[config.mk]
export PLATFORM = sky130hd
export DESIGN_NAME = mul_seq_ctrl
export DESIGN_NICKNAME = d
export VERILOG_FILES = /design/src/rtl/mul_seq_ctrl.sv
export SDC_FILE = /design/constraint.sdc
export NUM_CORES = 1
export LEC_CHECK = 0
export ABC_CLOCK_PERIOD_IN_PS = 3600
export CAP_MARGIN = 5
export CORE_ASPECT_RATIO = 1.2
export CORE_MARGIN = 2
export CORE_UTILIZATION = 45
export DETAILED_ROUTE_END_ITERATION = 8
export PLACE_DENSITY = 0.67
export SETUP_SLACK_MARGIN = 0.1
export SYNTH_ARGS = -nofsm -noshare
export SYNTH_HDL_FRONTEND = slang
export SYNTH_SLANG_ARGS = --single-unit
[constraint.sdc]
create_clock -name clk -period 3.6 [get_ports clk]
set_input_delay 0.72 -clock clk [delete_from_list [all_inputs] [get_ports clk]]
set_output_delay 0.72 -clock clk [all_outputs]
set_load 0.01 [all_outputs]
[src/rtl/mul_seq_ctrl.sv]
// Keypad multiplier sequencer: captures two operands from key strobes, runs a
// WIDTH-clock shift-add multiply, then holds operands and product for display.
module mul_seq_ctrl #(
  parameter int WIDTH = 4
) (
  input  logic               clk,
  input  logic               reset,
  input  logic               key_valid,
  input  logic [WIDTH-1:0]   key_code,
  output logic [WIDTH-1:0]   op_a,
  output logic [WIDTH-1:0]   op_b,
  output logic [2*WIDTH-1:0] product,
  output logic               busy,
  output logic               done,
  output logic               key_drop,
  output logic [1:0]         phase
);

  localparam logic [1:0] GET_A = 2'd0;
  localparam logic [1:0] GET_B = 2'd1;
  localparam logic [1:0] MUL   = 2'd2;
  localparam logic [1:0] SHOW  = 2'd3;

  localparam int PW = 2 * WIDTH;
  localparam int IW = (WIDTH > 1) ? $clog2(WIDTH) : 1;

  logic [PW-1:0]    acc;
  logic [PW-1:0]    mcand;
  logic [WIDTH-1:0] mplier;
  logic [IW-1:0]    iter;
  logic [PW-1:0]    acc_next;

  // Accumulator value after the current iteration; also the final product
  // on the last iteration so the product register sees that iteration's add.
  always_comb begin
    acc_next = acc;
    if (mplier[0]) acc_next = acc + mcand;
  end

  // busy decodes registered state only, so it stays glitch-free and input-independent.
  assign busy = (phase == MUL);

  // NOTE: all state uses non-blocking assignments so every register samples
  // pre-edge values; blocking here would chain iterations within one clock.
  always_ff @(posedge clk) begin
    if (reset) begin
      phase    <= GET_A;
      op_a     <= '0;
      op_b     <= '0;
      product  <= '0;
      done     <= 1'b0;
      key_drop <= 1'b0;
      acc      <= '0;
      mcand    <= '0;
      mplier   <= '0;
      iter     <= '0;
    end else begin
      done     <= 1'b0;
      key_drop <= 1'b0;
      case (phase)
        GET_A, SHOW: begin
          if (key_valid) begin
            op_a    <= key_code;
            op_b    <= '0;
            product <= '0;
            phase   <= GET_B;
          end
        end
        GET_B: begin
          if (key_valid) begin
            op_b   <= key_code;
            acc    <= '0;
            mcand  <= {{WIDTH{1'b0}}, op_a};
            mplier <= key_code;
            iter   <= IW'(WIDTH - 1);
            phase  <= MUL;
          end
        end
        MUL: begin
          acc      <= acc_next;
          mcand    <= mcand << 1;
          mplier   <= mplier >> 1;
          iter     <= iter - 1'b1;
          key_drop <= key_valid;
          if (iter == '0) begin
            product <= acc_next;
            phase   <= SHOW;
            done    <= 1'b1;
          end
        end
        default: phase <= GET_A;
      endcase
    end
  end

endmodule

==> impl_metrics.py <==
metrics = {
    "logic_synthesis": {
        "synth_seq_cells": 42,
        "synth-edff-count": 0,
        "yosys_warnings": 0,
        "synth_cells": 238,
        "synth_area_per_cell_um2": 8.74,
        "synthFlopType": "dfxtp_1",
        "synth_cell_types": 43,
        "syn_area_um2": 2080,
        "synth.net_count": 257,
        "async_reset_ff_frac": 0,
        "yosysSeqAreaShare": 0.404,
    },
    "status": {
        "status": "finished, final reports clean",
    },
    "sta": {
        "rsz0062_at_grt": "no",
        "tightest_slew_ns": 1.16,
        "finalMaxSlewViolations": 0,
        "period_needed_ns": 2.38,
        "slew_headroom": 0.224,
        "fin_skew_ns": 0.00803,
        "finalHoldViolCount": 0,
        "tns_ns": 0,
        "finalSetupViolations": 0,
        "post-route-period-util": 0.662,
        "max_freq_mhz": 420,
    },
    "final_layout": {
        "fillCellCount": 442,
        "nets": 278,
        "final_common_cell": "dfxtp_1",
        "area_growth_pct": 18.9,
        "layout.core_utilization": 0.546,
        "layout-drive-gt1-share": 0.0654,
        "diodes": 0,
        "final_cell_mix": "dfxtp_1, nor2_1, clkdlybuf4s50_1",
    },
    "critical_path": {
        "critPathSlowestCell": "clkdlybuf4s50_1",
        "critical_path_required_ns": 3.80,
        "cp-startpoint": "key_valid",
        "worstPathArrival_ns": 2.58,
        "critPathLaunchType": "primary input",
        "critical_path_class": "primary input to register",
        "rr_worst_depth": 8,
        "crit_fanout": 16,
        "path_cells": "clkdlybuf4s50_1, nand2b_1, o21ai_1, nor2_1, or4b_1, a31oi_1",
        "slowest_delay_ns": 0.76,
        "worst_setup_path_end_kind": "register",
        "r2r-start": "phase[0]",
    },
    "detailed_routing": {
        "drtIter0Drc": 87,
        "dr.pass1.iters": 4,
        "ant_nets": 0,
        "wire_per_inst_um": 14.3,
        "vias": 1767,
        "viasPerCell": 5.56,
        "drt_wl_total_um": 4550,
        "drc": 0,
    },
    "run": {
        "drv_cap": 0,
    },
    "floorplan": {
        "die_h_um": 78.5,
        "coreArea_um2": 4530,
        "dieArea_um2": 5190,
        "die_x_um": 66.1,
        "rows": 27,
        "ios": 28,
        "start_util": 0.460,
    },
    "power_and_ir_drop": {
        "power_w": 0.00155,
        "clkPwrFrac": 0.205,
        "p_int_w": 0.000951,
        "p_seq_frac": 0.407,
        "swShare": 0.388,
        "pwr-share-comb": 0.388,
        "powerDensity_nw_per_um2": 628,
        "p_leak_nw": 0.914,
        "power.switching_w": 0.000603,
        "irDropWorstVdd_uv": 342,
    },
    "clock_network": {
        "cts_resized": 0,
        "post_cts_buffers": 0,
        "cts_tree": "built",
        "postCtsHoldBufs": 0,
        "cts_buffer_depth": 2,
        "cts_buffers": 5,
        "htree_levels": 2,
        "cts_root_buffer": "clkbuf_8",
        "clk_latency_ns": 0.30,
        "cts.clk_slew.worst_paths_ns": 0.08,
        "clock_sinks": 42,
    },
    "global_routing": {
        "grt_use_total": 0.190,
        "grt_max_degree": 32,
        "grt_pass1_vias": 1582,
        "grt_pass1_wl_um": 7510,
        "antenna_found_initial": 0,
        "grt-ovfl-total": 0,
    },
    "worst_hold_path": {
        "hp-class": "register to register",
        "hold_path_depth": 2,
        "min_from": "product[0]",
    },
    "placement": {
        "io_buffers": 27,
        "place_hpwl_um": 3280,
        "gp_congestion": 0.837,
    },
}
## cell families after synthesis
logic type / share of synthesized area
compound gates: 0.242
xor+xnor: 0.0126
flops: 0.404
mux: 0.0535
simple gates: 0.163
buf+inv: 0.0487
fa+ha+maj: 0.0758
## power groups by stage
| stage | sequential [W] | clock [W] | combinational (W) |
|---|---|---|---|
| global placement | 0.000642 | 0 | 0.000598 |
| finish | 0.000633 | 0.000319 | 0.000602 |
| detailed placement | 0.000642 | 0 | 0.000605 |
| global route | 0.000648 | 0.000345 | 0.000670 |
| floorplan | 0.000620 | 0 | 0.000436 |
| CTS | 0.000633 | 0.000325 | 0.000609 |
## final cells by class
cell class / instances / area [µm²] / share of cell area
multi-input combinational: 171 / 1140 / 0.460
sequential: 42 / 841 / 0.340
timing repair buffer: 30 / 293 / 0.118
clock buffer: 6 / 82.6 / 0.0334
tap: 58 / 72.6 / 0.0293
inverter: 9 / 33.8 / 0.0137
clock inverter: 2 / 12.5 / 0.00506
## critical path, delay by kind of cell
| kind | cells | cell delay (ns) |
|---|---|---|
| and+or+nand+nor | 3 | 0.86 |
| buffers and inverters | 1 | 0.76 |
| AOI/OAI and AO/OA | 2 | 0.25 |
## stage by stage
stage / setup WS [ns] / instance area [µm²] / hold WS, ns / std cells
after floorplan: 1.77 / 2080 / 0.437 / 238
after global placement: 0.980 / 2380 / 0.445 / 310
after detailed placement: 0.913 / 2380 / 0.452 / 310
after CTS: 1.22 / 2470 / 0.476 / 318
after global routing: 1.05 / 2470 / 0.502 / 318
final: 1.22 / 2470 / 0.466 / 318
## per-layer routing
metal  global-route usage  part of all wire  routed length [µm]  up-vias
met5                    0                 0                   0        -
met4               0.0755             0.019                  87        0
met3               0.0387             0.032                 144        7
met2                0.318              0.50                2290       34
met1                0.237              0.45                2030      815
li1                     -                 -                   -      911
## registers in the layout, indices dropped and copies added (netlist names)
register	count
op_a	4
phase	2
done	1
product	8
key_drop	1
iter	2
mcand	8
op_b	4
acc	8
mplier	4
## cell usage after synthesis, types with 6 or more instances
cell type / number / area share
a211oi_1: 11 / 0.040
a21oi_1: 16 / 0.038
a22oi_1: 8 / 0.029
a32oi_1: 6 / 0.025
buf_2: 6 / 0.014
clkbuf_1: 9 / 0.016
dfxtp_1: 42 / 0.40
ha_1: 11 / 0.066
inv_1: 8 / 0.014
mux2i_1: 10 / 0.048
nand2_1: 16 / 0.029
nor2_1: 33 / 0.060
o21ai_0: 6 / 0.014
## path summary, 6_finish.rpt
| path | slack [ns] | to |
|---|---|---|
| worst max-delay path | 1.22 | acc[7] |
| worst min register to register | 0.47 | product[0] |
| worst min-delay path | 0.47 | product[0] |
| worst max register to register | 1.34 | acc[5] |
Note: power is estimated with default switching activity, not from simulation.
